## src/rtl/rf_seq_pkg.sv

```systemverilog
// Shared definitions for the register-file sequencer: opcodes, FSM states
// and default datapath sizes.
package rf_seq_pkg;

  localparam int WIDTH_DEF = 8;
  localparam int SELW_DEF  = 3;

  localparam logic [1:0] OP_LDI = 2'b00;
  localparam logic [1:0] OP_MOV = 2'b01;
  localparam logic [1:0] OP_ADD = 2'b10;
  localparam logic [1:0] OP_SUB = 2'b11;

  typedef enum logic [1:0] {
    ST_IDLE  = 2'd0,
    ST_EXEC1 = 2'd1,
    ST_EXEC2 = 2'd2
  } state_e;

endpackage

```

## src/rtl/rf_alu8.sv

```systemverilog
// Combinational add/subtract. For subtraction, carry is the unsigned borrow
// (a < b); zero flags an all-zero truncated result.
module rf_alu8 #(
  parameter int WIDTH = 8
) (
  input  logic [WIDTH-1:0] a,
  input  logic [WIDTH-1:0] b,
  input  logic             sub,
  output logic [WIDTH-1:0] res,
  output logic             carry,
  output logic             zero
);

  logic [WIDTH:0] sum;

  // One extra bit captures carry-out on add and borrow on subtract.
  always_comb begin
    if (sub) begin
      sum = {1'b0, a} - {1'b0, b};
    end else begin
      sum = {1'b0, a} + {1'b0, b};
    end
    res   = sum[WIDTH-1:0];
    carry = sum[WIDTH];
    zero  = (sum[WIDTH-1:0] == '0);
  end

endmodule

```

## src/rtl/rf_sequencer.sv

```systemverilog
// Command sequencer in front of an 8x8 register file that reloads the
// write-selected register on every clock edge. Whenever no write is wanted
// the sequencer reads and writes the same register so its value recirculates.
//
// Command handshake: a command transfers on the rising edge where
// cmd_valid && cmd_ready. cmd_ready depends only on state and reset, never on
// cmd_valid. A held cmd_valid while cmd_ready is low is not consumed.
module rf_sequencer
  import rf_seq_pkg::*;
#(
  parameter int WIDTH = WIDTH_DEF,
  parameter int SELW  = SELW_DEF
) (
  input  logic             clk,
  input  logic             reset,
  input  logic             cmd_valid,
  output logic             cmd_ready,
  input  logic [1:0]       cmd_op,
  input  logic [SELW-1:0]  cmd_rd,
  input  logic [SELW-1:0]  cmd_rs,
  input  logic [WIDTH-1:0] cmd_imm,
  output logic [WIDTH-1:0] rf_din,
  output logic [SELW-1:0]  rf_read,
  output logic [SELW-1:0]  rf_write,
  input  logic [WIDTH-1:0] rf_dout,
  output logic             done,
  output logic [WIDTH-1:0] res_data,
  output logic             flag_z,
  output logic             flag_c,
  output state_e           dbg_state
);

  state_e           state_q, state_d;
  logic [1:0]       op_q, op_d;
  logic [SELW-1:0]  rd_q, rd_d;
  logic [SELW-1:0]  rs_q, rs_d;
  logic [WIDTH-1:0] imm_q, imm_d;
  logic [SELW-1:0]  hold_q, hold_d;
  logic [WIDTH-1:0] a_q, a_d;
  logic             done_q, done_d;
  logic [WIDTH-1:0] res_q, res_d;
  logic             z_q, z_d;
  logic             c_q, c_d;

  logic [WIDTH-1:0] alu_res;
  logic             alu_carry;
  logic             alu_zero;

  rf_alu8 #(.WIDTH(WIDTH)) u_alu (
    .a     (a_q),
    .b     (rf_dout),
    .sub   (op_q == OP_SUB),
    .res   (alu_res),
    .carry (alu_carry),
    .zero  (alu_zero)
  );

  assign cmd_ready = (state_q == ST_IDLE) && reset;
  assign done      = done_q;
  assign res_data  = res_q;
  assign flag_z    = z_q;
  assign flag_c    = c_q;
  assign dbg_state = state_q;

  // Next-state, register-file drive and result capture; hold is the default.
  always_comb begin
    state_d  = state_q;
    op_d     = op_q;
    rd_d     = rd_q;
    rs_d     = rs_q;
    imm_d    = imm_q;
    hold_d   = hold_q;
    a_d      = a_q;
    done_d   = 1'b0;
    res_d    = res_q;
    z_d      = z_q;
    c_d      = c_q;
    rf_read  = hold_q;
    rf_write = hold_q;
    rf_din   = rf_dout;

    case (state_q)
      ST_IDLE: begin
        if (cmd_valid && cmd_ready) begin
          op_d    = cmd_op;
          rd_d    = cmd_rd;
          rs_d    = cmd_rs;
          imm_d   = cmd_imm;
          hold_d  = cmd_rd;
          state_d = ST_EXEC1;
        end
      end

      ST_EXEC1: begin
        case (op_q)
          OP_LDI: begin
            rf_read  = rd_q;
            rf_write = rd_q;
            rf_din   = imm_q;
            res_d    = imm_q;
            z_d      = (imm_q == '0);
            c_d      = 1'b0;
            done_d   = 1'b1;
            state_d  = ST_IDLE;
          end
          OP_MOV: begin
            rf_read  = rs_q;
            rf_write = rd_q;
            rf_din   = rf_dout;
            res_d    = rf_dout;
            z_d      = (rf_dout == '0);
            c_d      = 1'b0;
            done_d   = 1'b1;
            state_d  = ST_IDLE;
          end
          default: begin
            // ADD/SUB: rd recirculates while its value is captured as operand A.
            a_d     = rf_dout;
            state_d = ST_EXEC2;
          end
        endcase
      end

      ST_EXEC2: begin
        rf_read  = rs_q;
        rf_write = rd_q;
        rf_din   = alu_res;
        res_d    = alu_res;
        z_d      = alu_zero;
        c_d      = alu_carry;
        done_d   = 1'b1;
        state_d  = ST_IDLE;
      end

      default: begin
        state_d = ST_IDLE;
      end
    endcase
  end

  // State and latch registers; async reset abandons any pending write.
  always_ff @(posedge clk or negedge reset) begin
    if (!reset) begin
      state_q <= ST_IDLE;
      op_q    <= '0;
      rd_q    <= '0;
      rs_q    <= '0;
      imm_q   <= '0;
      hold_q  <= '0;
      a_q     <= '0;
      done_q  <= 1'b0;
      res_q   <= '0;
      z_q     <= 1'b0;
      c_q     <= 1'b0;
    end else begin
      state_q <= state_d;
      op_q    <= op_d;
      rd_q    <= rd_d;
      rs_q    <= rs_d;
      imm_q   <= imm_d;
      hold_q  <= hold_d;
      a_q     <= a_d;
      done_q  <= done_d;
      res_q   <= res_d;
      z_q     <= z_d;
      c_q     <= c_d;
    end
  end

endmodule
```

## config.mk

```make
export PLATFORM = sky130hd
export DESIGN_NAME = rf_sequencer
export DESIGN_NICKNAME = d
export VERILOG_FILES = /design/src/rtl/rf_seq_pkg.sv /design/src/rtl/rf_alu8.sv /design/src/rtl/rf_sequencer.sv
export SDC_FILE = /design/constraint.sdc
export NUM_CORES = 1
export LEC_CHECK = 0
export CORE_MARGIN = 3
export CORE_UTILIZATION = 50
export CTS_CLUSTER_SIZE = 16
export DETAILED_ROUTE_END_ITERATION = 10
export MAX_ROUTING_LAYER = met4
export PLACE_DENSITY = 0.9
export SETUP_SLACK_MARGIN = 0.5
export SLEW_MARGIN = 40
export SYNTH_ARGS = -nofsm -noshare
export SYNTH_HDL_FRONTEND = slang
export SYNTH_SLANG_ARGS = --single-unit
```

## constraint.sdc

```tcl
create_clock -name clk -period 2.85 [get_ports clk]
set_input_delay 0.285 -clock clk [delete_from_list [all_inputs] [get_ports clk]]
set_output_delay 0.285 -clock clk [all_outputs]
set_load 0.01 [all_outputs]
```

==> results.cfg <==
[layout]
antenna_fix_cells = 0
synthToLayoutAreaGrowth_pct = 66.42
layout-drive-gt1-share_pct = 46.11
fillerInstances = 205
num-nets-final = 399

[sta]
max_freq_mhz = 322.1
post-route-worst-setup-slack_ns = -0.2544
worst-slew-pin-transition_ns = 0.7729
worst_hold_slack_ns = 0.1065
timing.final.setup_violations = 5
grt_setup_unrepaired = yes
slew_violations = 0
timing.max_slew.rel_slack_pct = 48.35
clock_skew_ns = 0.007789
timing.final.crit_share_pct = 108.9
post-route-min-period_ns = 3.104
final_hold_violations = 0

[yosys]
area_fraction_in_compound_gates_after_synthesis_pct = 21.21
syn-num-nets = 283
synth.cells.most_frequent = dfrtp_1, nand2_1, mux2_2
synth.ff_latch_count = 37
post-synth-top-count-cell = dfrtp_1
synth.area.mux_share_pct = 14.45
synth_xor_xnor_area_share_pct = 2.911
area_share_of_the_leading_cell_type_in_the_synthesized_netlist_pct = 38.46
netlist.top_cell.by_area = dfrtp_1
synth_top_family_by_area = compound AO/OA/AOI/OAI gates
yosys.area_share.simple_pct = 12.53
syn_area_um2 = 2407
netlist_instances = 243
netlist-cell-type-count = 49
ys_async_sr_fraction_pct = 100.0
synth_fa_ha_area_share_pct = 7.069
syn_avg_cell_area_um2 = 9.907
ys.warnings.count = 0
ys_dominant_reg_cell = dfrtp_1
synth_top_cells_by_area = dfrtp_1, mux2_2, ha_1
number_of_synthesized_flops_with_an_enable_pin = 0
synth-seq-area-share_pct = 38.46

[floorplan]
die_y_um = 75.39
top_level_ports = 55
design.core.area_um2 = 4504
floorplan.die_area_um2 = 5683
std_cell_rows = 24
floorplan.initialDensity_pct = 53.44
die_width_um = 75.39

[setup_path]
critPathRequiredTime_ns = 2.57
critical_path_peak_fanout = 3
arrival_ns = 2.82
worst_setup_path_start_kind = register
crit_path_start = op_q[0]
worst_r2r_startpoint = op_q[0]
slowest_stage = dfrtp_1
crit_chain = nand2_4, buf_6, o31ai_4, xor2_1, ha_1, buf_6, nand3_2, and2_4, a21oi_1, or3_4, o21ai_2, buf_2
critPathCaptureType = primary output
worst-setup-path-type = reg -> out
crit_path_frequent_cell = buf_6
timing.critical_path.slowest_cell_delay_ns = 0.45

[routing]
routedWlPerCell_um = 27.76
drtPass1Iterations = 6
routed-via-count = 2921
drt_iter0_drcs = 414
detail_route.vias_per_cell = 7.090
ant_nets = 0
drt_drc_violations_left = 0
route.final.wire_length_um = 11440

[global_route]
grt_start_max_net_pins = 38
vias_in_the_first_global_route = 2771
grt_first_pass_wirelength_um = 14320
initial_antenna_violation_count = 0
globalRoute.totalOverflow = 0
track_usage_pct = 35.83

[hold_path]
hp-class = in -> async

[outcome]
outcome = finished with violations
violations = negative setup slack

[clock_tree]
clk_transition_reported_paths_ns = 0.08
clkLatencyLatePin_ns = 0.30
cts_max_level = 2
cts_buffers = 5
cts_num_sinks = 37
number_of_hold_buffers_added_after_cts = 0
cts_tree = done
clock_tree.root_cell = clkbuf_8
max-clock-path-buffers = 2

[flow_run]
max_capacitance_violation_count = 0

[placement]
port-buffer-count = 54
place_congestion = 0.9458
dpl.hpwl_um = 5460
-- worst max-delay path: cells and delay by family (launching register included) --
kind / cells / cell delay (ns)
AO/OA/AOI/OAI: 3 / 0.35
AND/OR/NAND/NOR: 4 / 0.79
buffers and inverters: 3 / 0.43
flip-flops: 1 / 0.45
XOR/XNOR: 1 / 0.17
adder cells (fa/ha/maj): 1 / 0.34
-- kinds of logic after synthesis --
family                   count (synthesis)
AND/OR/NAND/NOR                         63
flip-flops                              37
buffers and inverters                   20
adder cells (fa/ha/maj)                 13
XOR/XNOR                                 8
multiplexers                            32
AO/OA/AOI/OAI                           70
-- area by class of cell --
cell class	count	area [um^2]	area share (%)
inverters	11	41.29	1.031
clock inverters	2	37.54	0.9369
repair buffers	118	1025	25.58
clock buffers	6	82.58	2.061
multi-input cells	186	1829	45.66
well taps	52	65.06	1.624
flip-flops and latches	37	925.9	23.11
-- path summary, 6_finish.rpt --
kind | endpoint | slack, ns | cells past startpoint
hold reg to reg | res_data[1] | 0.51 | 2
setup reg to reg | flag_z | 0.02 | 12
min in group clk | a_q[1] | 0.47 | 3
setup / recovery | rf_din[7] | -0.25 | 12
hold / removal | a_q[1] | 0.11 | 2
max in group asynchronous | a_q[5] | 2.39 | 2
-- through the flow --
stage / setup TNS [ns] / cells / setup WS, ns / instance area [um^2] / util, %
floorplan: 0 / 243 / 0.3975 / 2449 / -
global placement: -3.334 / 381 / -0.6121 / 3313 / 73.56
detailed placement: -4.162 / 381 / -0.7242 / 3313 / 73.56
CTS: -0.4558 / 408 / -0.1237 / 3740 / 83.03
global route: -1.177 / 412 / -0.2679 / 4006 / 88.94
finish: -1.002 / 412 / -0.2544 / 4006 / 88.94
-- what timing repair did --
action                                  in CTS  in global routing
gates cloned                                 0                  0
setup buffers                               19                  4
endpoints found under the setup margin      18                 17
pin swaps                                   32                 27
resized for setup                           84                 51
-- layout by cell type (no fill, tap or decap), types with 9 or more instances in the layout --
cell type | Yosys | routed
a22o_1 | 15 | 15
mux2i_1 | 10 | 9
ha_4 | 0 | 10
nor2_1 | 14 | 9
nand2_1 | 23 | 21
dfrtp_1 | 37 | 37
buf_6 | 0 | 17
buf_4 | 1 | 47
mux2_2 | 22 | 22
clkdlybuf4s50_1 | 0 | 36
-- sequential cells by signal (all words and copies together), names as in the netlist --
name	flops
hold_q	3
rs_q	3
op_q	2
dbg_state	2
a_q	8
res_data	8
flag_c	1
flag_z	1
imm_q	8
done	1
-- metal layers --
metal | vias up | global-route usage, % | routed length, um
li1 | 1135 | - | -
met5 | - | - | 0
met3 | 98 | 6.860 | 1223
met1 | 1386 | 38.57 | 4020
met2 | 302 | 62.22 | 5358
met4 | 0 | 18.64 | 837
Power is left out: the tool's default activity adds up to more than one toggle a clock period on the data nets, which glitch-free logic cannot reach.
